File: src/rtl/tile_pixel_generator.sv
`default_nettype none
// ============================================================================
// Module      : tile_pixel_generator
// Description : Double-buffered tile board renderer. Two ROWS x COLS boards of
//               3-bit colour indices; the front board is drawn through a
//               3-stage pixel pipeline with a frame border, the back board
//               takes writes, and the two exchange roles at frame end.
// Revision    : 1.0 - initial release
// ============================================================================
module tile_pixel_generator #(
   parameter int BOARD_X0 = 280,
   parameter int BOARD_Y0 = 60,
   parameter int CELL     = 24,
   parameter int COLS     = 10,
   parameter int ROWS     = 20,
   parameter int BORDER   = 4
) (
   input  logic       clk,
   input  logic       rst,
   input  logic [9:0] PixelCord_x,
   input  logic [9:0] PixelCord_y,
   input  logic       InViewableArea,
   input  logic       wr_en,
   input  logic [3:0] wr_col,
   input  logic [4:0] wr_row,
   input  logic [2:0] wr_data,
   input  logic       swap_req,
   output logic       swap_ack,
   output logic       ready,
   output logic [7:0] Pixel_Bus,
   output logic       Pixel_Bus_Enable
);

   localparam int CELLS = ROWS * COLS;
   localparam int AW    = (CELLS > 1) ? $clog2(CELLS) : 1;
   localparam int PX1   = BOARD_X0 + COLS * CELL;
   localparam int PY1   = BOARD_Y0 + ROWS * CELL;

   typedef enum logic [1:0] {CLEAR, IDLE, SWAP_PEND} state_t;

   state_t        state, state_nxt;
   logic [AW-1:0] clr_addr, clr_addr_nxt;
   logic          front, front_nxt;     // 0: board0 displayed, 1: board1 displayed
   logic          frame_end;

   logic [2:0]    board0 [CELLS];
   logic [2:0]    board1 [CELLS];

   logic          wr_ok;
   logic [AW-1:0] wr_addr;

   logic          in_play, in_frame;
   logic [AW-1:0] cell_addr;

   logic          s1_valid, s1_play, s1_border;
   logic [AW-1:0] s1_addr;
   logic          s2_valid, s2_play, s2_border;
   logic [2:0]    s2_idx;
   logic [2:0]    rd_idx;

   assign frame_end = (PixelCord_x == 10'd799) && (PixelCord_y == 10'd599);

   assign wr_ok   = wr_en && ready && (32'(wr_col) < COLS) && (32'(wr_row) < ROWS);
   assign wr_addr = AW'(32'(wr_row) * COLS + 32'(wr_col));

   // Control state, clear pointer and front-board selection.
   always_ff @(posedge clk or negedge rst) begin
      if (!rst) begin
         state    <= CLEAR;
         clr_addr <= '0;
         front    <= 1'b0;
      end else begin
         state    <= state_nxt;
         clr_addr <= clr_addr_nxt;
         front    <= front_nxt;
      end
   end

   // Next-state logic; the swap happens only on the last pixel of a frame.
   always_comb begin
      state_nxt    = state;
      clr_addr_nxt = clr_addr;
      front_nxt    = front;
      swap_ack     = 1'b0;
      ready        = 1'b1;
      case (state)
         CLEAR: begin
            ready = 1'b0;
            if (clr_addr == AW'(CELLS - 1)) begin
               state_nxt    = IDLE;
               clr_addr_nxt = '0;
            end else begin
               clr_addr_nxt = clr_addr + AW'(1);
            end
         end
         IDLE: begin
            if (swap_req) state_nxt = SWAP_PEND;
         end
         SWAP_PEND: begin
            if (frame_end) begin
               swap_ack  = 1'b1;
               front_nxt = ~front;
               state_nxt = IDLE;
            end
         end
         default: state_nxt = CLEAR;
      endcase
   end

   // Board storage: clear both boards one cell per cycle, else write the back board.
   always_ff @(posedge clk) begin
      if (state == CLEAR) begin
         board0[clr_addr] <= 3'd0;
         board1[clr_addr] <= 3'd0;
      end else if (wr_ok) begin
         if (front) board0[wr_addr] <= wr_data;
         else       board1[wr_addr] <= wr_data;
      end
   end

   // Region and cell lookup by threshold comparison against cell edges (no divider).
   always_comb begin
      int xi, yi, col, row;
      xi  = int'(PixelCord_x);
      yi  = int'(PixelCord_y);
      col = 0;
      row = 0;
      for (int k = 1; k < COLS; k++) if (xi >= BOARD_X0 + k * CELL) col = k;
      for (int k = 1; k < ROWS; k++) if (yi >= BOARD_Y0 + k * CELL) row = k;
      in_play   = (xi >= BOARD_X0) && (xi < PX1) && (yi >= BOARD_Y0) && (yi < PY1);
      in_frame  = (xi >= BOARD_X0 - BORDER) && (xi < PX1 + BORDER) &&
                  (yi >= BOARD_Y0 - BORDER) && (yi < PY1 + BORDER);
      cell_addr = AW'(row * COLS + col);
   end

   assign rd_idx = front ? board1[s1_addr] : board0[s1_addr];

   // Stage 1: register visibility, region classification and cell address.
   always_ff @(posedge clk or negedge rst) begin
      if (!rst) begin
         s1_valid  <= 1'b0;
         s1_play   <= 1'b0;
         s1_border <= 1'b0;
         s1_addr   <= '0;
      end else begin
         s1_valid  <= InViewableArea;
         s1_play   <= in_play;
         s1_border <= in_frame && !in_play;
         s1_addr   <= cell_addr;
      end
   end

   // Stage 2: read the front board; the board reads as index 0 while clearing.
   always_ff @(posedge clk or negedge rst) begin
      if (!rst) begin
         s2_valid  <= 1'b0;
         s2_play   <= 1'b0;
         s2_border <= 1'b0;
         s2_idx    <= 3'd0;
      end else begin
         s2_valid  <= s1_valid;
         s2_play   <= s1_play;
         s2_border <= s1_border;
         s2_idx    <= (state == CLEAR || !s1_play) ? 3'd0 : rd_idx;
      end
   end

   // Stage 3: palette lookup and output blanking.
   always_ff @(posedge clk or negedge rst) begin
      if (!rst) begin
         Pixel_Bus        <= 8'h00;
         Pixel_Bus_Enable <= 1'b0;
      end else begin
         Pixel_Bus_Enable <= s2_valid;
         if (!s2_valid) begin
            Pixel_Bus <= 8'h00;
         end else if (s2_play) begin
            case (s2_idx)
               3'd0:    Pixel_Bus <= 8'h00;
               3'd1:    Pixel_Bus <= 8'h1F;
               3'd2:    Pixel_Bus <= 8'hFC;
               3'd3:    Pixel_Bus <= 8'h83;
               3'd4:    Pixel_Bus <= 8'h1C;
               3'd5:    Pixel_Bus <= 8'hE0;
               3'd6:    Pixel_Bus <= 8'h03;
               default: Pixel_Bus <= 8'hF0;
            endcase
         end else if (s2_border) begin
            Pixel_Bus <= 8'hB6;
         end else begin
            Pixel_Bus <= 8'h00;
         end
      end
   end

endmodule
`default_nettype wire
File: config.mk
export PLATFORM = sky130hd
export DESIGN_NAME = tile_pixel_generator
export DESIGN_NICKNAME = d
export VERILOG_FILES = /design/src/rtl/tile_pixel_generator.sv
export SDC_FILE = /design/constraint.sdc
export NUM_CORES = 1
export LEC_CHECK = 0
export ABC_AREA = 1
export BUFFER_PORTS_ARGS = -buffer_cell sky130_fd_sc_hd__buf_2
export CORE_MARGIN = 2
export CORE_UTILIZATION = 52
export CTS_CLUSTER_SIZE = 8
export DETAILED_ROUTE_END_ITERATION = 7
export PLACE_DENSITY = 0.69
export SYNTH_ARGS = -nofsm -noshare
export SYNTH_HDL_FRONTEND = slang
export SYNTH_SLANG_ARGS = --single-unit
File: constraint.sdc
create_clock -name clk -period 7.5 [get_ports clk]
set_clock_uncertainty 0.15 [all_clocks]
set_input_delay 0.375 -clock clk [delete_from_list [all_inputs] [get_ports clk]]
set_output_delay 0.375 -clock clk [all_outputs]
set_load 0.005 [all_outputs]
==> metrics.txt <==
status completed; grt met3 use 4.766%; deepest clock path buffer count 3; initial antenna violation count 0; FF+latch count, synth 1237; Antenna Nets Post-Route 0; synth-to-layout area growth 10.96%; first-pass GRT wire length 202.1 mm; CP Buf/Inv Count 2; PD cells 315.2 nW/um^2; postcts setup bufs 0; reg2reg setup slack 3.00 ns; vias 35.56k; Die Ht 320.8 um; final setup margin 2.999 ns; die area 102900 sq um; PostCTS Resize Cnt 0; Worst-path clk slew 0.05 ns; WP data required 8.04 ns; CP top delay family buffers and inverters; dpl hpwl 69.84 mm; largest stage delay on the critical path 0.88 ns; Worst Setup End Kind flip-flop; final setup fails 0; relative slew slack 17.55%; io pins 48; CP Launch Type flip-flop; Yosys top cell area share 69.06%; GR Layer Usage met2 41.76%; share of post-route cells with drive strength above 1 7.722%; Port-buffer cells 47; min-delay worst type in -> reg; drt total wl 133.6 mm; Starting Density 52.26%; largest area contributor in the synthesized netlist edfxtp_1; CP endpoint s2_idx[2]; Max-Cap Viols 0; GR peak layer met2; r2r endpoint s2_idx[2]; overall global routing resource usage 25.78%; crit path from s1_addr[0]; Synth Net Count 4509; Via density 6.181; Final Total Pwr 18.25 mW; Crit Path Max Fanout 107; GP Congestion 0.8252; Cells after Synth 4449; top post-synthesis cells by count 1200 x edfxtp_1, 1101 x nor2_1, 668 x o21ai_0; # H-tree levels 4; number of enable flip-flop cells after synthesis 1200; critical path's slowest cell dfrtp_4; Ys Warns 0; 1st-iter DRT viols 4641; CTS tree yes; Remaining DRCs 0; Worst IR Drop VDD 0.3018 mV; placeable core region 99860 sq um; Leakage 20.29 nW; Synth Cell Area 52180 sq um; DR WL/cell 23.22 um; pre-CTS setup slack 2.980 ns; WP depth 14; worst path cell trace buf_4, buf_4, o21ai_0, o22ai_1, nand2_1, nand3_1, nand2_1, a21oi_1, o31ai_1, nand3_1, nand3_1, nand2_1, nor2_1, nor2_1; Pins Over Slew Limit 0; post-synthesis cell type count 41; grt met1 use 35.52%; FFs w/ async S/R, synth 2.991%; # rows 116; TritonCTS buffer count 172; Least-Margin Pin Slew 1.235 ns; main area contributors after synthesis edfxtp_1 69%, nor2_1 7.9%, o21ai_0 6.4%; first drt pass iteration count 5; clk_lat worst skew 0.76 ns; largest net degree at the start of global routing 244; Final Hold Vio Count 0; post-route minimum period 4.501 ns; Avg Inst Size Synth 11.73 sq um; Post-synth top flop edfxtp_1; top-count cell post-synth edfxtp_1; Final nets 4470; part of the cycle the worst path needs 60.02%; share of the yosys chip area belonging to registers 70.83%; Crit Path Category reg -> reg; die width 320.8 um; vias in the first global route 34.78k; CTS sink cnt 1237; RSZ-0062 raised after global routing no; Worst EP arrival 5.04 ns; Fin Setup TNS 0 ns; total gr overflow 0; Reg-to-Reg Start s1_addr[0]; Reg2Reg Depth 14; antenna cells 0; Clk Tree Root Cell clkbuf_16; FMAX 222.2 MHz
## worst min-delay path by stage
stage	depth (start not counted)	endpoint	from
2_1_floorplan	0	Pixel_Bus[0]	rst
3_3_place_gp	0	s2_valid	s1_valid
3_5_place_dp	0	s2_valid	s1_valid
4_1_cts	6	front	PixelCord_y[0]
5_1_grt	6	front	PixelCord_y[0]
6_report	6	front	PixelCord_y[0]
## per-stage QoR
stage / instance area [sq um] / hold slack [ns] / util, % / cells
floorplan: 52180 / -0.07059 / - / 4449
global placement: 53080 / 0.1840 / 53.16 / 5518
detailed placement: 53080 / 0.1996 / 53.16 / 5518
CTS: 57900 / 0.03596 / 57.98 / 5753
global route: 57900 / 0.1015 / 57.98 / 5753
finish: 57900 / 0.07045 / 57.98 / 5753
## registers in the layout, summed over array words and instances, names as in the netlist
name	cells
s1_addr	8
Pixel_Bus_Enable	1
front	1
s1_border	1
s1_play	1
s1_valid	1
s2_valid	1
s2_play	1
Pixel_Bus	8
state	2
board0	600
s2_border	1
clr_addr	8
board1	600
s2_idx	3
## cell families (layout without fill, tap and decap cells)
kind of cell | after synthesis | in the layout | share of synthesized area [%]
AO/OA/AOI/OAI | 1108 | 1108 | 12.02
XOR/XNOR | 16 | 16 | 0.2685
adder cells (fa/ha/maj) | 23 | 23 | 0.6090
buffers and inverters | 412 | 418 | 3.518
flip-flops | 1237 | 1237 | 70.83
multiplexers | 1 | 1 | 0.01918
AND/OR/NAND/NOR | 1652 | 1652 | 12.74
## power by group
group	internal, mW	switching (mW)	total [mW]
combinational	0.876	2.65	3.52
sequential	7.69	0.170	7.86
clock	4.13	2.73	6.86
total	12.7	5.55	18.2
## final cells by class
class,instances,area (sq um)
Tap cell,1298,1624
Sequential cell,1237,36980
Clock buffer,206,4474
Inverter,93,375.4
Timing Repair Buffer,106,830.8
Fill cell,7807,41960
Clock inverter,13,182.7
Multi-Input combinational cell,2800,13440
## placed cells by master (no fill, tap or decap), drive strengths merged
cell type,instances
a21oi,65
a221oi,1
a31oi,8
buf,90
clkbuf,206
clkinv,7
dfrtp,37
dlygate4sd3,16
edfxtp,1200
fa,4
ha,19
inv,99
mux2i,1
nand2,335
nand3,168
nand4,5
nor2,1113
nor3,25
nor4,4
o211ai,17
o21ai,697
o221ai,74
o22a,3
o22ai,231
o31ai,12
or2,2
xnor2,5
xor2,11
## worst min-delay path, delay by kind of cell
| family | cells | cell delay (ns) |
|---|---|---|
| xor gates and xnor gates | 1 | 0.13 |
| buffers and inverters | 1 | 0.10 |
| and+or+nand+nor | 4 | 0.32 |
## what timing repair did
item | in CTS | in global routing
hold buffers | 16 | 0
setup endpoints to repair | 0 | 0
endpoints found under the hold margin | 43 | 0
## routing by layer
metal	share of wire [%]	vias up
met5	0	-
met4	2.6	0
met3	10	267
met2	47	1982
met1	40	17320
li1	-	15990
(Power assumes the default switching activity.)
